--- src/rtl/opl_sched_pkg.sv ---
// Shared types and constants for the OPL2 write scheduler: FSM state
// encoding, the silence-sweep table layout and the register/value pair type.
package opl_sched_pkg;

  typedef enum logic [2:0] {
    IDLE,
    A_PULSE,
    A_WAIT,
    D_PULSE,
    D_WAIT
  } state_t;

  // Key-off block: one write per channel to the 0xB0..0xB8 registers.
  localparam logic [7:0] KEYOFF_BASE = 8'hB0;
  localparam logic [4:0] KEYOFF_N    = 5'd9;

  // Total-level block: one write per operator slot, maximum attenuation.
  localparam logic [7:0] TL_BASE = 8'h40;
  localparam logic [4:0] TL_N    = 5'd22;
  localparam logic [7:0] TL_MAX  = 8'h3F;

  localparam logic [4:0] SWEEP_LEN  = 5'd31;
  localparam logic [4:0] SWEEP_LAST = SWEEP_LEN - 5'd1;

  typedef struct packed {
    logic [7:0] addr;
    logic [7:0] data;
  } opl_pair_t;

endpackage

--- src/rtl/opl_write_scheduler_rom.sv ---
// Silence-sweep table: maps a sweep index to the register/value pair that
// keys off a channel (first block) or fully attenuates an operator (second
// block). Indices past the end of the table return an all-zero pair.
module opl_silence_rom
  import opl_sched_pkg::*;
(
  input  logic [4:0] idx_i,
  output opl_pair_t  pair_o
);

  // Table lookup by plain offset arithmetic on the index.
  always_comb begin
    pair_o = '0;
    if (idx_i < KEYOFF_N) begin
      pair_o.addr = KEYOFF_BASE + {3'b000, idx_i};
      pair_o.data = 8'h00;
    end else if (idx_i < (KEYOFF_N + TL_N)) begin
      pair_o.addr = TL_BASE + {3'b000, idx_i - KEYOFF_N};
      pair_o.data = TL_MAX;
    end
  end

endmodule

--- src/rtl/opl_write_scheduler.sv ---
// Sequences every write to the jtopl2 host bus (address pulse, settle,
// data pulse, settle) and arbitrates between the host pair FIFO and the
// internal silence sweep. The sweep always wins at IDLE; a write in flight
// is never shortened or interrupted except by rst.
module opl_write_scheduler
  import opl_sched_pkg::*;
#(
  parameter int WR_PULSE  = 2,
  parameter int ADDR_WAIT = 28,
  parameter int DATA_WAIT = 200
) (
  input  logic       clk,
  input  logic       rst,
  input  logic       host_valid,
  input  logic [7:0] host_reg,
  input  logic [7:0] host_val,
  output logic       host_ready,
  input  logic       silence_req,
  input  logic       abort,
  output logic       busy,
  output logic       silence_active,
  output logic       opl_wr_n,
  output logic       opl_a0,
  output logic [7:0] opl_din
);

  localparam int MAX_PERIOD =
    (WR_PULSE > ADDR_WAIT) ? ((WR_PULSE > DATA_WAIT) ? WR_PULSE : DATA_WAIT)
                           : ((ADDR_WAIT > DATA_WAIT) ? ADDR_WAIT : DATA_WAIT);
  localparam int CNT_W = (MAX_PERIOD > 1) ? $clog2(MAX_PERIOD) : 1;

  // The counter is loaded with length-1 on state entry and the phase ends
  // on the cycle it reads zero, so a phase of N cycles needs N-1 to fit.
  localparam logic [CNT_W-1:0] LD_PULSE = CNT_W'(WR_PULSE - 1);
  localparam logic [CNT_W-1:0] LD_AWAIT = CNT_W'(ADDR_WAIT - 1);
  localparam logic [CNT_W-1:0] LD_DWAIT = CNT_W'(DATA_WAIT - 1);
  localparam logic [CNT_W-1:0] CNT_ONE  = CNT_W'(1);

  state_t           state_q;
  logic [CNT_W-1:0] cnt_q;
  logic             pending_q;
  logic [4:0]       idx_q;
  logic             adv_q;       // completing write should advance idx_q
  logic             sweep_wr_q;  // write in flight belongs to the sweep
  logic             wr_n_q;
  logic             a0_q;
  logic [7:0]       din_q;
  logic [7:0]       val_q;

  opl_pair_t        rom_pair;
  logic             take_sweep;
  logic             take_host;
  logic             cnt_done;
  logic [7:0]       launch_reg_d;
  logic [7:0]       launch_val_d;

  opl_silence_rom u_rom (
    .idx_i  (idx_q),
    .pair_o (rom_pair)
  );

  assign host_ready     = (state_q == IDLE) & ~pending_q & ~rst;
  assign take_sweep     = (state_q == IDLE) & pending_q;
  assign take_host      = host_valid & host_ready;
  assign launch_reg_d   = take_sweep ? rom_pair.addr : host_reg;
  assign launch_val_d   = take_sweep ? rom_pair.data : host_val;
  assign cnt_done       = (cnt_q == '0);

  assign busy           = (state_q != IDLE);
  assign silence_active = pending_q | sweep_wr_q;
  assign opl_wr_n       = wr_n_q;
  assign opl_a0         = a0_q;
  assign opl_din        = din_q;

  // Write-sequencing FSM with registered bus outputs and sweep bookkeeping.
  always_ff @(posedge clk) begin
    if (rst) begin
      state_q    <= IDLE;
      cnt_q      <= '0;
      pending_q  <= 1'b0;
      idx_q      <= 5'd0;
      adv_q      <= 1'b0;
      sweep_wr_q <= 1'b0;
      wr_n_q     <= 1'b1;
      a0_q       <= 1'b0;
      din_q      <= 8'h00;
    end else begin
      case (state_q)
        IDLE: begin
          if (take_sweep || take_host) begin
            state_q    <= A_PULSE;
            cnt_q      <= LD_PULSE;
            wr_n_q     <= 1'b0;
            a0_q       <= 1'b0;
            din_q      <= launch_reg_d;
            adv_q      <= take_sweep;
            sweep_wr_q <= take_sweep;
          end
        end
        A_PULSE: begin
          if (cnt_done) begin
            state_q <= A_WAIT;
            cnt_q   <= LD_AWAIT;
            wr_n_q  <= 1'b1;
          end else begin
            cnt_q <= cnt_q - CNT_ONE;
          end
        end
        A_WAIT: begin
          if (cnt_done) begin
            state_q <= D_PULSE;
            cnt_q   <= LD_PULSE;
            wr_n_q  <= 1'b0;
            a0_q    <= 1'b1;
            din_q   <= val_q;
          end else begin
            cnt_q <= cnt_q - CNT_ONE;
          end
        end
        D_PULSE: begin
          if (cnt_done) begin
            state_q <= D_WAIT;
            cnt_q   <= LD_DWAIT;
            wr_n_q  <= 1'b1;
          end else begin
            cnt_q <= cnt_q - CNT_ONE;
          end
        end
        D_WAIT: begin
          if (cnt_done) begin
            state_q    <= IDLE;
            adv_q      <= 1'b0;
            sweep_wr_q <= 1'b0;
            if (adv_q) begin
              if (idx_q == SWEEP_LAST) begin
                pending_q <= 1'b0;
                idx_q     <= 5'd0;
              end else begin
                idx_q <= idx_q + 5'd1;
              end
            end
          end else begin
            cnt_q <= cnt_q - CNT_ONE;
          end
        end
        default: begin
          state_q <= IDLE;
          wr_n_q  <= 1'b1;
        end
      endcase

      // Abort drops the rest of the sweep; the entry in flight still runs
      // to completion but no longer advances the index.
      if (abort) begin
        pending_q <= 1'b0;
        idx_q     <= 5'd0;
        adv_q     <= 1'b0;
      end
      // A (re)start request overrides abort and any pending advance so the
      // next sweep write is always entry 0.
      if (silence_req) begin
        pending_q <= 1'b1;
        idx_q     <= 5'd0;
        adv_q     <= 1'b0;
      end
    end
  end

  // Holds the value byte of the pair being written until its data phase.
  always_ff @(posedge clk) begin
    if (take_sweep || take_host) begin
      val_q <= launch_val_d;
    end
  end

endmodule

--- config.mk ---
export PLATFORM = sky130hd
export DESIGN_NAME = opl_write_scheduler
export DESIGN_NICKNAME = d
export VERILOG_FILES = /design/src/rtl/opl_sched_pkg.sv /design/src/rtl/opl_write_scheduler_rom.sv /design/src/rtl/opl_write_scheduler.sv
export SDC_FILE = /design/constraint.sdc
export NUM_CORES = 1
export LEC_CHECK = 0
export ABC_AREA = 1
export CAP_MARGIN = 10
export CELL_PAD_IN_SITES_DETAIL_PLACEMENT = 1
export CELL_PAD_IN_SITES_GLOBAL_PLACEMENT = 1
export CORE_ASPECT_RATIO = 1.5
export CORE_UTILIZATION = 34
export DETAILED_ROUTE_END_ITERATION = 8
export GPL_TIMING_DRIVEN = 0
export PLACE_DENSITY_LB_ADDON = 0.1
export SYNTH_ARGS = -nofsm -noshare
export SYNTH_HDL_FRONTEND = slang
export SYNTH_SLANG_ARGS = --single-unit
--- constraint.sdc ---
create_clock -name clk -period 1.4 [get_ports clk]
set_input_delay 0.14 -clock clk [delete_from_list [all_inputs] [get_ports clk]]
set_output_delay 0.14 -clock clk [all_outputs]
set_load 0.01 [all_outputs]
==> results of run 1 <==
[worst max-delay path: cells and delay by family (launching register included)]
family          cells  cell delay (ns)
buf+inv             4             0.51
simple gates        4             0.42
compound gates      2             0.18
flops               1             0.37
[metrics by stage]
| step | worst slack, ns | total power, W | hold slack [ns] | TNS, ns |
|---|---|---|---|---|
| 5_1_grt | -0.299 | 0.00872 | 0.0877 | -5.28 |
| 4_1_cts | -0.0956 | 0.00723 | 0.0927 | -0.994 |
| 3_3_place_gp | -0.329 | 0.00458 | 0.411 | -7.27 |
| 3_5_place_dp | -0.362 | 0.00464 | 0.403 | -8.19 |
| 6_report | -0.141 | 0.00821 | 0.0971 | -2.50 |
| 2_1_floorplan | -0.0730 | 0.00369 | 0.258 | -0.494 |
[final timing paths]
check | end | depth (start not counted)
hold reg to reg | cnt_q[1]$_SDFFE_PP0P_ | 2
hold / removal | cnt_q[6]$_SDFFE_PP0P_ | 2
setup reg to reg | opl_din[6]$_SDFFE_PP0P_ | 10
setup / recovery | opl_din[6]$_SDFFE_PP0P_ | 10
[registers in the layout (all words and copies together) (netlist names)]
name and cells:
pending_q 1, sweep_wr_q 1, opl_a0 1, val_q 8, adv_q 1, opl_wr_n 1
idx_q 5, state_q 3, cnt_q 8, opl_din 8
[area by class of cell]
type / instances / area [µm²]
clock buffers: 6 / 72.6
fillers: 756 / 2570
well taps: 74 / 92.6
flip-flops and latches: 37 / 847
multi-input cells: 240 / 1590
repair buffers: 75 / 714
inverters: 45 / 206
plain buffers: 7 / 90.1
clock inverters: 2 / 35.0
[what timing repair did]
item                       4_1_cts  5_1_grt
buffers inserted                26       14
gates cloned                     4        0
gates resized for setup        127       59
setup endpoints to repair       47       45
pin swaps                       36       31
[cells in the final DEF (no fill, tap or decap), types with 15 or more instances in the layout]
cell,n
a21oi_2,15
inv_1,23
nand2_1,60
nand2_2,26
inv_2,15
a21oi_1,15
clkdlybuf4s50_1,27
nand3_1,25
nor2_1,20
buf_4,29
dfxtp_1,16
[power by group through the flow]
stage | Sequential, W | Combinational, W | Clock [W]
5_1_grt | 0.00168 | 0.00603 | 0.00100
2_1_floorplan | 0.00161 | 0.00207 | 0
3_3_place_gp | 0.00162 | 0.00296 | 0
3_5_place_dp | 0.00162 | 0.00302 | 0
4_1_cts | 0.00163 | 0.00465 | 0.000951
6_report | 0.00166 | 0.00562 | 0.000936
[logic make-up (layout without fill, tap and decap cells)]
logic type | Yosys count | after routing | synth area share (%)
simple gates | 178 | 178 | 35.6
buf+inv | 52 | 135 | 10.2
fa+ha+maj | 5 | 5 | 2.80
compound gates | 53 | 53 | 13.0
flops | 37 | 37 | 36.8
xor+xnor | 4 | 4 | 1.57
[routing by layer]
layer / share of wire, % / track usage, %
met5: 0 / 0
met4: 2.8 / 10.6
met3: 2.4 / 2.70
met2: 59 / 47.6
met1: 36 / 23.9
==> results_dict.tcl, run 1 <==
set metrics [dict create \
    status "finished, violations left" \
    failed_checks "setup timing" \
    min_from "rst" \
    dpl.hpwl_um 4990 \
    power_density_nw_per_um2 2250 \
    postLayoutSetupSlackWorst_ns -0.141 \
    cts-root-buf "clkbuf_8" \
    drt_wl_total_um 8240 \
    cts_buffers 5 \
    grt_overflow 0 \
    dp.cells 435 \
    startpoint_type "flip-flop" \
    routedWlPerCell_um 17.0 \
    finClkSkew_ns 0.00669 \
    antenna_found_initial 0 \
    path_max_fanout 6 \
    drv_slew 0 \
    leakage_nw 1.62 \
    p_seq_share_pct 20.2 \
    globalplace.congestion 0.797 \
    synth_top_cell_by_area "dfxtp_1" \
    synth_seq_cells 37 \
    synthFlopType "dfxtp_1" \
    clkTransAtPathRegs_ns 0.08 \
    routed_via_density 5.14 \
    synth_area_um2 2230 \
    core_um2 6220 \
    yosysSeqAreaShare_pct 36.8 \
    die_area_um2 6900 \
    clk_latency_ns 0.29 \
    synth_area_leaders "dfxtp_1 (26%), nand2_1 (16%), edfxtp_1 (11%)" \
    antenna_left 0 \
    hold_buffers 0 \
    synth_area_per_cell_um2 6.78 \
    cts.sinks 37 \
    ys_warn_count 0 \
    dpl_cell_area_um2 2650 \
    netlist_top_cells_count "nand2_1 (94), inv_1 (40), nand3_1 (34)" \
    setup_viol 41 \
    grt_pass1_wl_um 12200 \
    synth_nets 355 \
    die_width_um 68.1 \
    critPathMaxStageDelay_ns 0.37 \
    post-route-util_pct 58.7 \
    synth-edff-count 8 \
    initial_utilization_pct 35.9 \
    slew_headroom_pct 65.8 \
    clockBufferDepth 2 \
    hold_viol 0 \
    area_delta_synth_final_pct 63.6 \
    worst_pin_slew_ns 0.511 \
    arrival_ns 1.77 \
    synth.most_common_cell "nand2_1" \
    synth_top_area_share_pct 26.0 \
    nNetsFinal 437 \
    synthArstFlopShare_pct 0 \
    antennaDiodeCount 0 \
    first_pass_iters 4 \
    p_switching_w 0.00373 \
    num_rows 35 \
    drc_errors 0 \
    p_comb_share_pct 68.4 \
    peakVddDrop_v 0.00111 \
    max_freq_mhz 649 \
    p_clk_share_pct 11.4 \
    min_period_ns 1.54 \
    grt_max_degree 13 \
    first_global_vias 2586 \
    postLayoutCellArea_um2 3650 \
    layout.cells.non_filler 486 \
    syn_inst 329 \
    end_kind "flip-flop" \
    rsz0062_at_grt "yes" \
    io_buffers 32 \
    timing.final.crit_share_pct 110 \
    cts_tree "built" \
    startpoint "state_q[1]$_SDFFE_PP0P_" \
    path_class "flip-flop to flip-flop" \
    reg2reg_from "state_q[1]$_SDFFE_PP0P_" \
    p_int_w 0.00449 \
    worstHoldPathType "input pin to flip-flop" \
    crit_chain "nor2_4, buf_6, nand3_4, buf_6, o21ai_4, inv_4, buf_6, nand3b_1, nand2_1, a21oi_2" \
    drtIter0Drc 80 \
    boundaryPins 34 \
    yosysUniqueCellTypes 33 \
    die_h_um 101 \
    regToRegSetupSlack_ns -0.14 \
    h-tree-depth 2 \
    drive_gt1_share_pct 46.4 \
    via_count 2499 \
    slowest_stage "dfxtp_4" \
    crit_top_cell "buf_6" \
    worstPathRequired_ns 1.63 \
    p_sw_share_pct 45.4 \
    drv_cap 0 \
    grt_use_total_pct 24.2 \
]
Power figures use the tool's default switching activity.
==> inputs of run 2 (changes only) <==
--- a/config.mk
+++ b/config.mk
@@ -13,6 +13,7 @@
 export CORE_UTILIZATION = 34
 export DETAILED_ROUTE_END_ITERATION = 8
 export GPL_TIMING_DRIVEN = 0
+export MAX_ROUTING_LAYER = met4
 export PLACE_DENSITY_LB_ADDON = 0.1
 export SYNTH_ARGS = -nofsm -noshare
 export SYNTH_HDL_FRONTEND = slang
==> run 2 against run 1 <==
  * The flow still finishes with violations (setup timing)
  * Power rose by 0.17%
  * Hold slack got worse by 0.0032 ns
  * Wire length up 0.47%
  * Non-clock buffer count unchanged
  * Design area did not move
  * Clock power grew 0.5%
  * Critical path depth is the same
  * Fmax barely moved
  * Register-to-register slack hardly changed
  * Combinational power about the same
  * Sequential cell count unchanged
  * Critical path type unchanged
  * Critical endpoint unchanged
  * Largest power group unchanged
  * Highest routed layer unchanged
==> results_dict.tcl, run 2 (synthesis results as in run 1) <==
set metrics [dict create \
    globalplace.congestion 0.808 \
    die_h_um 101 \
    first_pass_iters 4 \
    antenna_found_initial 0 \
    grt_overflow 0 \
    grt_max_degree 13 \
    num_rows 35 \
    worstHoldPathType "input pin to flip-flop" \
    min_from "rst" \
    die_width_um 68.1 \
    clkTransAtPathRegs_ns 0.08 \
    rsz0062_at_grt "yes" \
    io_buffers 32 \
    drc_errors 0 \
    dp.cells 435 \
    reg2reg_from "state_q[1]$_SDFFE_PP0P_" \
    finClkSkew_ns 0.00683 \
    arrival_ns 1.77 \
    drt_wl_total_um 8280 \
    grt_pass1_wl_um 12200 \
    startpoint "state_q[1]$_SDFFE_PP0P_" \
    h-tree-depth 2 \
    via_count 2500 \
    power_density_nw_per_um2 2250 \
    whs_ns 0.0939 \
    nNetsFinal 437 \
    hold_buffers 0 \
    grt_use_total_pct 24.9 \
    post-route-util_pct 58.7 \
    cts-root-buf "clkbuf_8" \
    drv_slew 0 \
    slowest_stage "dfxtp_4" \
    cts_buffers 5 \
    routedWlPerCell_um 17.0 \
    path_max_fanout 6 \
    path_class "flip-flop to flip-flop" \
    clockBufferDepth 2 \
    core_um2 6220 \
    critPathMaxStageDelay_ns 0.37 \
    initial_utilization_pct 35.9 \
    worstPathRequired_ns 1.63 \
    layout_common_cells "nand2_1 (60), buf_4 (29), clkdlybuf4s50_1 (27)" \
    cts_tree "built" \
    die_area_um2 6900 \
    hold_viol 0 \
    boundaryPins 34 \
    startpoint_type "flip-flop" \
    end_kind "flip-flop" \
    antenna_left 0 \
    leakage_nw 1.62 \
    cts.sinks 37 \
    routed_via_density 5.14 \
    worst_pin_slew_ns 0.511 \
    max_freq_mhz 649 \
    status "finished, violations left" \
    drive_gt1_share_pct 46.4 \
    peakVddDrop_v 0.00111 \
    dpl.hpwl_um 4990 \
    drv_cap 0 \
    area_delta_synth_final_pct 63.6 \
    setup_viol 41 \
    first_global_vias 2584 \
    antennaDiodeCount 0 \
    drtIter0Drc 65 \
    final_common_cell "nand2_1" \
    layout.cells.non_filler 486 \
    crit_chain "nor2_4, buf_6, nand3_4, buf_6, o21ai_4, inv_4, buf_6, nand3b_1, nand2_1, a21oi_2" \
    crit_top_cell "buf_6" \
    slew_headroom_pct 65.8 \
    clk_latency_ns 0.29 \
    timing.final.crit_share_pct 110 \
    postLayoutSetupSlackWorst_ns -0.141 \
    min_period_ns 1.54 \
    failed_checks "setup timing" \
]
[run 2: layout make-up]
| cell class | count | area, µm² |
|---|---|---|
| Inverter | 45 | 206 |
| Sequential cell | 37 | 847 |
| Timing Repair Buffer | 75 | 714 |
| Buffer | 7 | 90.1 |
| Clock buffer | 6 | 72.6 |
| Clock inverter | 2 | 35.0 |
| Fill cell | 756 | 2570 |
| Multi-Input combinational cell | 240 | 1590 |
| Tap cell | 74 | 92.6 |
[run 2: power by group]
| group | internal, W | switching, W | total, W |
|---|---|---|---|
| clock | 0.000529 | 0.000411 | 0.000941 |
| combinational | 0.00253 | 0.00309 | 0.00563 |
| sequential | 0.00142 | 0.000236 | 0.00166 |
| total | 0.00449 | 0.00374 | 0.00823 |
[run 2: metrics by stage]
| step | total power [W] | area [µm²] | worst slack (ns) | setup TNS [ns] |
|---|---|---|---|---|
| after floorplan | 0.00369 | 2240 | -0.0730 | -0.494 |
| after global placement | 0.00458 | 2650 | -0.329 | -7.27 |
| after detailed placement | 0.00464 | 2650 | -0.362 | -8.19 |
| after CTS | 0.00723 | 3380 | -0.0956 | -0.994 |
| after global routing | 0.00872 | 3650 | -0.299 | -5.28 |
| final | 0.00823 | 3650 | -0.141 | -2.64 |
[run 2: path summary, 6_finish.rpt]
check | end | slack (ns) | depth (start not counted)
max reg2reg | opl_din[6]$_SDFFE_PP0P_ | -0.14 | 10
min | cnt_q[6]$_SDFFE_PP0P_ | 0.09 | 2
min reg2reg | cnt_q[1]$_SDFFE_PP0P_ | 0.48 | 2
max | opl_din[6]$_SDFFE_PP0P_ | -0.14 | 10
[run 2: critical path: cells and delay by family, from the launching register on]
family	cells	cell delay [ns]
AO/OA/AOI/OAI	2	0.18
buffers and inverters	4	0.50
flip-flops	1	0.37
AND/OR/NAND/NOR	4	0.42
[run 2: repair_timing]
| item | CTS | global route |
|---|---|---|
| pin swaps | 36 | 31 |
| buffers inserted | 26 | 14 |
| gates cloned | 4 | 0 |
| gates resized for setup | 127 | 59 |
| endpoints found under the setup margin | 47 | 45 |
[run 2: per-layer routing]
layer  GRT usage (%)  wire length [µm]
met1            23.8              2950
met3            2.70               236
met5               -                 0
met4            10.6               241
met2            47.7              4850
==> inputs of run 3 (changes only) <==
--- a/config.mk
+++ b/config.mk
@@ -5,16 +5,16 @@
 export SDC_FILE = /design/constraint.sdc
 export NUM_CORES = 1
 export LEC_CHECK = 0
-export ABC_AREA = 1
 export CAP_MARGIN = 10
 export CELL_PAD_IN_SITES_DETAIL_PLACEMENT = 1
 export CELL_PAD_IN_SITES_GLOBAL_PLACEMENT = 1
 export CORE_ASPECT_RATIO = 1.5
-export CORE_UTILIZATION = 34
+export CORE_UTILIZATION = 36
+export CTS_CLUSTER_DIAMETER = 60
 export DETAILED_ROUTE_END_ITERATION = 8
 export GPL_TIMING_DRIVEN = 0
 export MAX_ROUTING_LAYER = met4
-export PLACE_DENSITY_LB_ADDON = 0.1
+export PLACE_DENSITY = 0.85
 export SYNTH_ARGS = -nofsm -noshare
 export SYNTH_HDL_FRONTEND = slang
 export SYNTH_SLANG_ARGS = --single-unit
==> run 3 against run 2 <==
  * The flow still finishes with violations (setup timing)
  * Highest routed layer unchanged
  * Clock power is 1% higher
  * Hold slack better by 0.23 ns
  * Area after synthesis is 2.4% higher
  * Global-route usage is 2.0 points higher
  * Via count is 3.6% higher
  * Non-clock buffer count is 4 higher
  * Combinational power is 17% lower
  * Die area is 3.2% lower
  * Setup slack worse by 0.49 ns
  * Largest cell class unchanged
==> results_dict.tcl, run 3 <==
set metrics [dict create \
    status "finished, violations left" \
    failed_checks "setup timing" \
    hold_viol 0 \
    synthFlopType "dfxtp_1" \
    crit_chain "or4_4, o311ai_0, a21oi_1, a221o_1" \
    antenna_found_initial 0 \
    area_delta_synth_final_pct 46.6 \
    first_pass_iters 5 \
    p_seq_share_pct 23.1 \
    wl_met2_um 5110 \
    max_freq_mhz 491 \
    synthArstFlopShare_pct 0 \
    globalplace.congestion 0.855 \
    startpoint_type "flip-flop" \
    yosysUniqueCellTypes 59 \
    routed.top_layer "met4" \
    end_kind "flip-flop" \
    wl_met1_um 3140 \
    drv_slew 0 \
    dp.cells 393 \
    synth_seq_cells 37 \
    synth-edff-count 8 \
    grt_pass1_wl_um 13100 \
    drc_errors 0 \
    path_class "flip-flop to flip-flop" \
    drive_gt1_share_pct 31.2 \
    p_sw_share_pct 43.0 \
    grt_max_degree 17 \
    critPathMaxStageDelay_ns 0.61 \
    hold_buffers 0 \
    ys_warn_count 0 \
    initial_utilization_pct 37.3 \
    synth_nets 312 \
    p_int_w 0.00419 \
    finClkSkew_ns 0.00885 \
    cts_tree "built" \
    first_global_vias 2745 \
    worst_pin_slew_ns 0.642 \
    grt_overflow 0 \
    path_max_fanout 6 \
    rsz0062_at_grt "yes" \
    final_common_cell "nand2_1" \
    slew_headroom_pct 56.9 \
    min_period_ns 2.04 \
    syn_inst 286 \
    h-tree-depth 2 \
    nNetsFinal 384 \
    synth_area_leaders "dfxtp_1 (25%), edfxtp_1 (11%), nand2_1 (6.7%)" \
    dpl.hpwl_um 5310 \
    grt_use_total_pct 26.9 \
    routedWlPerCell_um 20.6 \
    drtIter0Drc 148 \
    die_area_um2 6680 \
    drt_wl_total_um 8930 \
    worstPathRequired_ns 1.60 \
    peakVddDrop_v 0.000840 \
    synth_area_um2 2280 \
    netlist_top_cells_count "nand2_1 (41), dfxtp_1 (29), a21oi_1 (27)" \
    drv_cap 0 \
    cts_buffers 5 \
    yosysSeqAreaShare_pct 35.9 \
    critPathTopFamily "compound AO/OA/AOI/OAI gates" \
    arrival_ns 2.24 \
    synth_top_cell_by_area "dfxtp_1" \
    via_count 2591 \
    worstHoldPathType "input pin to flip-flop" \
    synth.most_common_cell "nand2_1" \
    core_um2 6130 \
    antennaDiodeCount 0 \
    tns_ns -17.46 \
    p_switching_w 0.00316 \
    synth_top_area_share_pct 25.4 \
    clk_latency_ns 0.30 \
    layout.cells.non_filler 433 \
    dr_wl_met3_um 318 \
    cts-root-buf "clkbuf_8" \
    clkTransAtPathRegs_ns 0.08 \
    routed_via_density 5.98 \
    boundaryPins 34 \
    postLayoutSetupSlackWorst_ns -0.635 \
    p_clk_share_pct 13.0 \
    num_rows 35 \
    critPathBufInv 0 \
    power_density_nw_per_um2 2190 \
    p_comb_share_pct 63.9 \
    slowest_stage "or4_4" \
    power_w 0.00735 \
    antenna_left 0 \
    regToRegSetupSlack_ns -0.64 \
    leakage_nw 1.32 \
    clockBufferDepth 2 \
    die_h_um 99.6 \
    timing.final.crit_share_pct 145 \
    synth_area_per_cell_um2 7.99 \
    die_width_um 67.0 \
    dp_slack_ns -1.04 \
    io_buffers 33 \
    layout_common_cells "nand2_1 (39), buf_4 (34), clkdlybuf4s50_1 (29)" \
    n_fill_cell 720 \
    setup_viol 47 \
    cts.sinks 37 \
    whs_ns 0.328 \
]
-- run 3: power by group through the flow --
| stage | registers, W | logic [W] | clock network [W] |
|---|---|---|---|
| 2_1_floorplan | 0.00164 | 0.00229 | 0 |
| 3_3_place_gp | 0.00165 | 0.00319 | 0 |
| 3_5_place_dp | 0.00167 | 0.00326 | 0 |
| 4_1_cts | 0.00169 | 0.00390 | 0.000956 |
| 5_1_grt | 0.00173 | 0.00494 | 0.000993 |
| 6_report | 0.00170 | 0.00470 | 0.000952 |
-- run 3: worst paths after layout --
kind	start	depth (start not counted)	end
worst min register to register	opl_din[5]$_SDFFE_PP0P_	2	opl_din[5]$_SDFFE_PP0P_
worst max register to register	cnt_q[3]$_SDFFE_PP0P_	4	cnt_q[2]$_SDFFE_PP0P_
worst max-delay path	cnt_q[3]$_SDFFE_PP0P_	4	cnt_q[2]$_SDFFE_PP0P_
worst min-delay path	rst	3	cnt_q[4]$_SDFFE_PP0P_
-- run 3: worst register-to-register path: stages (launching register included) --
cell and delay, ns:
dfxtp_4 0.35, or4_4 0.61, o311ai_0 0.41, a21oi_1 0.23, a221o_1 0.33
-- run 3: repair_timing --
| item | CTS | global route |
|---|---|---|
| buffers inserted | 22 | 15 |
| setup endpoints to repair | 48 | 47 |
| pin swaps | 13 | 14 |
| resized for setup | 57 | 32 |
-- run 3: logic make-up (layout without fill, tap and decap cells) --
| logic type | Yosys count | in the layout | share of synthesized area (%) |
|---|---|---|---|
| compound gates | 93 | 93 | 27.6 |
| xor+xnor | 3 | 3 | 1.15 |
| fa+ha+maj | 5 | 5 | 2.74 |
| buf+inv | 35 | 108 | 6.63 |
| flops | 37 | 37 | 35.9 |
| simple gates | 113 | 113 | 26.0 |
-- run 3: metal layers --
metal  vias up  global-route usage [%]
met4         0                    15.1
met5         -                       -
met1      1293                    24.8
met2        91                    50.0
li1       1170                       -
met3        37                    4.36
-- run 3: stage by stage --
stage | instance area, µm² | utilization (%)
floorplan | 2350 | -
global placement | 2780 | 45.3
detailed placement | 2780 | 45.3
CTS | 3160 | 51.5
global route | 3350 | 54.6
finish | 3350 | 54.6
-- run 3: final cells by class --
cell class,count,area [µm²],share of cell area (%)
clock inverters,2,35.0,1.05
clock buffers,6,72.6,2.17
flip-flops and latches,37,838,25.0
inverters,14,52.6,1.57
repair buffers,70,611,18.2
well taps,74,92.6,2.76
multi-input cells,214,1500,44.8
plain buffers,16,146,4.37
